<file path="config.mk">
export PLATFORM = sky130hd
export DESIGN_NAME = hex_line_formatter
export DESIGN_NICKNAME = d
export VERILOG_FILES = /design/src/rtl/hex_line_formatter.sv
export SDC_FILE = /design/constraint.sdc
export NUM_CORES = 1
export LEC_CHECK = 0
export BUFFER_PORTS_ARGS = -buffer_cell sky130_fd_sc_hd__clkbuf_2
export CAP_MARGIN = 0
export CORE_ASPECT_RATIO = 0.6
export CORE_MARGIN = 10
export CORE_UTILIZATION = 48
export CTS_BUF_LIST = sky130_fd_sc_hd__clkbuf_8
export DETAILED_ROUTE_END_ITERATION = 12
export HOLD_SLACK_MARGIN = 0.05
export PLACE_DENSITY = 0.73
export SYNTH_ARGS = -nofsm -noshare
export SYNTH_HDL_FRONTEND = slang
export SYNTH_SLANG_ARGS = --single-unit
</file>
<file path="constraint.sdc">
create_clock -name clk -period 3.1 [get_ports clk]
set_input_delay 0.62 -clock clk [delete_from_list [all_inputs] [get_ports clk]]
set_output_delay 0.62 -clock clk [all_outputs]
set_load 0.02 [all_outputs]
</file>
<file path="src/rtl/hex_line_formatter.sv">
// Formats one binary word as uppercase ASCII hex followed by CR LF into a flat
// character buffer, then hands the line to a transmit block via start/done.
module hex_line_formatter #(
    parameter int DATA_WIDTH  = 32,
    parameter int BUFFER_SIZE = 16
) (
    input  logic                               clk,
    input  logic                               reset_n,
    input  logic                               i_valid,
    input  logic [DATA_WIDTH-1:0]              i_data,
    output logic                               o_ready,
    output logic [8*BUFFER_SIZE-1:0]           o_data,
    output logic [$clog2(BUFFER_SIZE+1)-1:0]   o_data_length,
    output logic                               o_start,
    input  logic                               i_tx_done,
    output logic [7:0]                         o_drop_count
);

    localparam int NIBBLES = DATA_WIDTH / 4;
    localparam int LEN_W   = $clog2(BUFFER_SIZE + 1);
    localparam int CNT_W   = $clog2(NIBBLES + 1);

    typedef enum logic [2:0] {
        IDLE      = 3'd0,
        FORMAT    = 3'd1,
        TERM      = 3'd2,
        START     = 3'd3,
        WAIT_DONE = 3'd4
    } state_t;

    state_t                   state_q, state_d;
    logic [DATA_WIDTH-1:0]    shift_q, shift_d;
    logic [CNT_W-1:0]         nib_q, nib_d;
    logic [8*BUFFER_SIZE-1:0] buf_q, buf_d;
    logic [7:0]               drop_q, drop_d;

    function automatic logic [7:0] hex_char(input logic [3:0] n);
        return (n <= 4'd9) ? (8'h30 + {4'h0, n}) : (8'h37 + {4'h0, n});
    endfunction

    always_comb begin
        state_d = state_q;
        shift_d = shift_q;
        nib_d   = nib_q;
        buf_d   = buf_q;
        drop_d  = drop_q;

        case (state_q)
            IDLE: begin
                if (i_valid) begin
                    shift_d = i_data;
                    nib_d   = '0;
                    state_d = FORMAT;
                end
            end
            FORMAT: begin
                buf_d[8*int'(nib_q) +: 8] = hex_char(shift_q[DATA_WIDTH-1 -: 4]);
                shift_d = shift_q << 4;
                nib_d   = nib_q + 1'b1;
                if (nib_q == CNT_W'(NIBBLES - 1)) begin
                    state_d = TERM;
                end
            end
            TERM: begin
                buf_d[8*NIBBLES +: 8]     = 8'h0D;
                buf_d[8*(NIBBLES+1) +: 8] = 8'h0A;
                state_d = START;
            end
            START: begin
                state_d = WAIT_DONE;
            end
            WAIT_DONE: begin
                // done pulses seen in any other state are deliberately ignored
                if (i_tx_done) begin
                    state_d = IDLE;
                end
            end
            default: begin
                state_d = IDLE;
            end
        endcase

        if (i_valid && (state_q != IDLE) && (drop_q != 8'hFF)) begin
            drop_d = drop_q + 8'd1;
        end
    end

    always_ff @(posedge clk or negedge reset_n) begin
        if (!reset_n) begin
            state_q <= IDLE;
            shift_q <= '0;
            nib_q   <= '0;
            buf_q   <= '0;
            drop_q  <= '0;
        end else begin
            state_q <= state_d;
            shift_q <= shift_d;
            nib_q   <= nib_d;
            buf_q   <= buf_d;
            drop_q  <= drop_d;
        end
    end

    assign o_ready       = (state_q == IDLE);
    assign o_start       = (state_q == START);
    assign o_data        = buf_q;
    assign o_data_length = LEN_W'(NIBBLES + 2);
    assign o_drop_count  = drop_q;

endmodule

</file>
# Yosys cells after proc, flatten, opt, wreduce, memory -nomap -nowiden
# Cells that the tools add are included.
[op_classes]
add_sub_neg = 5
mux = 11
shifts = 2
n_mul = 0
n_reduce_logical = 8
n_bitwise = 0
n_lt_le_gt_ge = 1
n_eq_ne = 9
div = 0
[op_table]
columns = ["op", "n"]
rows = [
  ["$bwmux 128", 1],
  ["$shift 8x33->128 const A", 1],
  ["$shiftx 8x33->128", 1],
  ["$pmux 32 s2", 1],
  ["$neg 7->33", 1],
  ["$mux 32", 1],
  ["$pmux 16 s2", 1],
  ["$pmux 3 s5", 1],
  ["$add 6x4->7 const A", 2],
  ["$mux 3", 3],
  ["$add 8x1->8 const B", 1],
  ["$ne 8x8->1 const B", 1],
  ["$pmux 4 s2", 1],
  ["$mux 7", 1],
  ["$eq 3x2->1 const B", 2],
  ["$ne 2x2->1 const B", 3],
  ["$add 4x1->4 const B", 1],
  ["$eq 4x3->1 const B", 1],
  ["$le 4x4->1 const B", 1],
  ["$mux 4", 1],
  ["$reduce_bool 2->1", 2],
  ["$eq 3x1->1 const B", 1],
  ["$eq 3x3->1 const B", 1],
  ["$logic_not 3->1", 1],
  ["4 further kinds", 5],
]
[word_totals]
n_memories = 0
mem_bits_rw = 0
reg_bits = 175
elab_cells = 42
romBits = 0
latch_bits = 0
in_bits = 36
out_inout_bits = 143

# Depth between registers and ports, before layout
[logic_depth]
ltp_word = 5
ltp_mapped = 8
mapped_depth_nobuf = 6

# Worst setup path before layout
# OpenSTA, ideal clock, no wires.
[synth_timing]
path_kind = "register to register"
startpoint = "register nib_q[0]"
endpoint = "register buf_q[24], in the netlist o_data[24]"
setup_ns = 0.125
required_ns = 2.975
path_slack_ns = 0.742
stages_incl_launch_ff = 8
n_path_buf = 2
period_less_slack_ns = 2.358
t_arrival_ns = 2.234
path_cell_list = "dfrtp_1 > clkbuf_1 > nor3_1 > ha_1 > clkbuf_1 > nand2_1 > nor3_4 > mux2_2"
[synth_between]
elab_chain_cells = 3
elab_cells_between_ends = 4
cone_classes = "1 x add/sub; 2 x shift; 1 x mux"
[synth_lines]
columns = ["element", "line", "source"]
rows = [
  ["start: declaration", "33", "logic [CNT_W-1:0] nib_q, nib_d;"],
  ["start signal: assignment", "98", "nib_q <= nib_d;"],
  ["$neg 7->33 (*)", "57", "buf_d[8*int'(nib_q) +: 8] = hex_char(shift_q[DATA_WIDTH-1 -: 4]);"],
  ["$shiftx 8x33->128 or $shift 8x33->128 (tied branches)", "57", ""],
  ["$bwmux 128 (*)", "57", ""],
  ["end signal: assignment", "99", "buf_q <= buf_d;"],
  ["end: declaration", "34", "logic [8*BUFFER_SIZE-1:0] buf_q, buf_d;"],
]
# Mark *: on every way between the ends. The rest lies on a longest branch, timed or not.
# A chain may end at the register's enable or synchronous reset.

# Final worst setup path
[layout_timing]
startpoint = "register nib_q[2]"
endpoint = "register buf_q[5], in the netlist o_data[5]"
# The elaborated chain is that of the path after synthesis.

==> results.py <==
metrics = {
    "yosys": {
        "post_synth_inst_count": 609,
        "ys.warnings.count": 0,
        "postSynth.asyncResetShare": 1.000,
        "count_of_flip_flops_with_a_built_in_enable_after_synthesis": 0,
        "ys.flop_type": "sky130_fd_sc_hd__dfrtp_1",
        "netlist_area_sq_mm": 0.007242,
        "netlist-cell-type-count": 57,
        "synth_largest_type_area_fraction": 0.5494,
        "post-synth-top-area-cell": "sky130_fd_sc_hd__dfrtp_1",
        "yosysSeqAreaShare": 0.5494,
        "synthesis.area_per_instance_sq_um": 11.89,
        "yosys_register_bits": 159,
        "synthTopCellsByArea": "sky130_fd_sc_hd__dfrtp_1 55%, sky130_fd_sc_hd__mux2_2 14%, sky130_fd_sc_hd__mux2i_1 4.0%, sky130_fd_sc_hd__o21ai_0 2.9%, sky130_fd_sc_hd__nand2_1 2.9%",
    },
    "pwr": {
        "sw_frac_of_total": 0.4487,
        "vdd.ir_drop.worst_v": 0.0004419,
        "p_switching_mw": 3.849,
        "clock_power_share": 0.174,
        "power.sequential.fraction": 0.380,
        "power.static_leakage_nw": 4.362,
        "cell_int_power_mw": 4.729,
        "power_per_cell_area_mw_per_mm2": 1002,
        "combinationalPowerShare": 0.447,
        "power_mw": 8.579,
    },
    "clock_network": {
        "cts_tree": "built",
        "clkLatencyLatePin_ps": 450,
        "htreeDepth": 4,
        "cts_made_buffers": 17,
        "clkSinkCount": 159,
        "clk_root_buffer_cell": "sky130_fd_sc_hd__clkbuf_8",
        "clkSlewWorstSetupHoldPaths_ps": 80,
        "cts_max_path_buffers": 2,
        "ctsResizeCount": 0,
    },
    "timing": {
        "worstMarginPinSlew_ps": 965.6,
        "final-hold-violation-count": 0,
        "fmax_mhz": 354.5,
        "final.setup_skew_ps": 11.01,
        "maxSlewViolCount": 0,
        "final_setup_violating_endpoints": 0,
        "setup_total_negative_slack_ps": 0,
        "max_slew_margin": 0.3541,
        "layout_worst_path_cycle_share": 0.9101,
        "final.min_clock_period_ps": 2821,
        "rsz0062_at_grt": "no",
    },
    "worst_setup_path": {
        "setup.worst_path.start_class": "flop",
        "ff2ff_path_depth": 6,
        "regToRegEndpoint": "o_data[5]$_DFFE_PN0P_",
        "timing.critical_path.arrival_ps": 3200,
        "worst-r2r-setup-slack_ps": 280,
        "crit_path_max_fanout": 14,
        "worstPathRequired_ps": 3480,
        "timing.critical_path.from": "nib_q[2]$_DFFE_PN0P_",
        "endpoint_of_the_worst_setup_timing_path": "o_data[5]$_DFFE_PN0P_",
        "worstReg2RegStart": "nib_q[2]$_DFFE_PN0P_",
        "timing.critical_path.to_type": "flop",
        "timing_worst_setup_path_type": "reg2reg",
    },
    "cells_and_area": {
        "layout.nets": 810,
        "finish.cell_count_without_fillers": 977,
        "final_layout_size_suffix_gt1_frac": 0.4031,
        "final_std_cell_area_no_fill_sq_mm": 0.008559,
        "area.growth.synth_to_final_pct": 18.19,
        "antenna-diode-count": 0,
        "final_core_utilization": 0.5849,
    },
    "detailed_routing": {
        "route.detailed.wl_per_inst_um": 19.53,
        "drcViolationCount": 0,
        "via_count": 5221,
        "pre_antenna_drt_iters": 6,
        "drtIter0Drc": 416,
        "route.final.wire_length_mm": 19.08,
        "route.antenna.remaining_nets": 0,
        "route.detailed.vias_per_inst": 5.344,
    },
    "place": {
        "dpl-instance-area_sq_mm": 0.008170,
        "dpl.cell_count": 944,
        "dp.final_hpwl_mm": 14.52,
        "port_buffers": 157,
        "placer_s_final_routability_congestion_estimate": 0.8854,
    },
    "hold_path": {
        "hold_class": "in2reg",
    },
    "die": {
        "initial_core_util": 0.4949,
        "design.portCount": 179,
        "die_x_um": 178.6,
        "fp.dieH_um": 115.1,
        "core_area_sq_mm": 0.01463,
        "dieArea_sq_mm": 0.02056,
        "row_count": 34,
    },
    "grt": {
        "overflow": 0,
        "antenna_found_initial": 0,
        "wire_length_of_the_first_global_routing_pass_mm": 30.17,
        "groute.usage.overall": 0.1865,
        "pin_count_of_the_biggest_net_entering_global_routing": 70,
        "number_of_global_route_vias_before_repair": 5481,
    },
    "status": {
        "run_status": "complete, no violations",
    },
    "flow_run": {
        "drv.max_cap_violation_count": 0,
    },
}
[flip-flops by register name, indices dropped and copies added, names as in the netlist]
name / cells
o_drop_count: 8
nib_q: 4
state_q: 3
o_data: 112
shift_q: 32
[what timing repair did]
action / in CTS / in global routing
buffers inserted: 0 / 0
hold buffers: 0 / 1
hold endpoints to repair: 0 / 2
[metal layers]
| layer | vias up | part of all wire | GRT usage |
|---|---|---|---|
| met5 | - | 0 | 0 |
| met4 | 0 | 0.0044 | 0.03346 |
| met3 | 8 | 0.10 | 0.07269 |
| met2 | 190 | 0.43 | 0.2684 |
| met1 | 2618 | 0.46 | 0.2634 |
| li1 | 2405 | - | - |
[synth_stat cells (4+ instances only)]
library cell,instances
sky130_fd_sc_hd__xnor2_1,4
sky130_fd_sc_hd__nor2_1,34
sky130_fd_sc_hd__nor2b_1,5
sky130_fd_sc_hd__and2_1,5
sky130_fd_sc_hd__nand2_1,55
sky130_fd_sc_hd__nand2b_1,6
sky130_fd_sc_hd__nor3_1,10
sky130_fd_sc_hd__buf_2,8
sky130_fd_sc_hd__o31ai_1,9
sky130_fd_sc_hd__o21ai_0,42
sky130_fd_sc_hd__buf_4,23
sky130_fd_sc_hd__ha_1,8
sky130_fd_sc_hd__mux2_2,92
sky130_fd_sc_hd__nand3_1,11
sky130_fd_sc_hd__xor2_1,6
sky130_fd_sc_hd__nand3_2,5
sky130_fd_sc_hd__dfrtp_1,159
sky130_fd_sc_hd__a21oi_1,15
sky130_fd_sc_hd__clkbuf_1,15
sky130_fd_sc_hd__inv_1,13
sky130_fd_sc_hd__mux2i_1,29
[final cells by class]
class                      instances  area (sq um)
clock buffer                      18         247.7
inverter                          13         48.80
clock inverter                    14         131.4
multi-input combinational        409          3018
sequential                       159          3979
timing repair buffer             166         887.1
tap                              198         247.7
fill                            1228          6075
[metrics by stage]
stage / hold slack (ps) / setup slack [ps]
final: 380.1 / 278.8
after global routing: 368.0 / 37.13
after CTS: 50.22 / 302.5
after detailed placement: 468.7 / 322.3
after global placement: 457.6 / 500.3
after floorplan: 324.4 / 741.6
[critical path: stages (launching register included)]
cell	delay, ps
sky130_fd_sc_hd__dfrtp_1	520
sky130_fd_sc_hd__nor3_1	260
sky130_fd_sc_hd__ha_1	440
sky130_fd_sc_hd__nor3_1	500
sky130_fd_sc_hd__nand4_1	510
sky130_fd_sc_hd__a211oi_1	410
sky130_fd_sc_hd__a21o_1	120
[kinds of logic (layout without fill, tap and decap cells)]
group / count (synthesis) / count (layout) / synth area share
buffers and inverters: 60 / 211 / 0.04544
AOI/OAI and AO/OA: 82 / 82 / 0.06859
DFF: 159 / 159 / 0.5494
xor gates and xnor gates: 10 / 10 / 0.01209
and+or+nand+nor: 167 / 167 / 0.1265
adders and majority gates: 8 / 8 / 0.01382
muxes: 121 / 121 / 0.1831
other: 2 / 21 / 0.001037
[power groups by stage]
stage	sequential [mW]	combinational (mW)	clock (mW)
CTS	3.25	3.85	1.51
global route	3.35	4.17	1.62
detailed placement	3.28	3.84	0
finish	3.26	3.83	1.49
global placement	3.24	3.72	0
floorplan	3.68	2.13	0
[worst min-delay path by stage]
stage | start | endpoint | depth (start not counted)
after floorplan | reset_n | nib_q[0]$_DFFE_PN0P_ | 0
after global placement | shift_q[7]$_DFFE_PN0P_ | shift_q[11]$_DFFE_PN0P_ | 2
after detailed placement | shift_q[0]$_DFFE_PN0P_ | shift_q[4]$_DFFE_PN0P_ | 2
after CTS | reset_n | o_drop_count[1]$_DFFE_PN0P_ | 1
after global routing | i_data[0] | shift_q[0]$_DFFE_PN0P_ | 3
final | i_data[1] | shift_q[1]$_DFFE_PN0P_ | 3
[cell usage in the layout, fill, tap and decap left out, drive strengths merged, types with 2 or more instances in the layout]
| cell type | count |
|---|---|
| nor2 | 37 |
| clkbuf | 174 |
| a211oi | 2 |
| xnor2 | 4 |
| a21o | 2 |
| o31ai | 9 |
| nand2 | 55 |
| clkinv | 5 |
| a21oi | 16 |
| mux2i | 29 |
| nor4b | 2 |
| or2 | 3 |
| nand3 | 16 |
| nor3b | 5 |
| xor2 | 6 |
| dfrtp | 159 |
| clkinvlp | 3 |
| nand2b | 6 |
| and3 | 2 |
| nand4 | 4 |
| nand3b | 2 |
| and2 | 5 |
| nor2b | 5 |
| o21ai | 43 |
| mux2 | 92 |
| nand4b | 2 |
| ha | 8 |
| nor4 | 3 |
| or3b | 2 |
| conb | 21 |
| nor3 | 12 |
| buf | 9 |
| inv | 18 |
| and3b | 3 |
No activity file was read; power rests on OpenSTA's default activity.
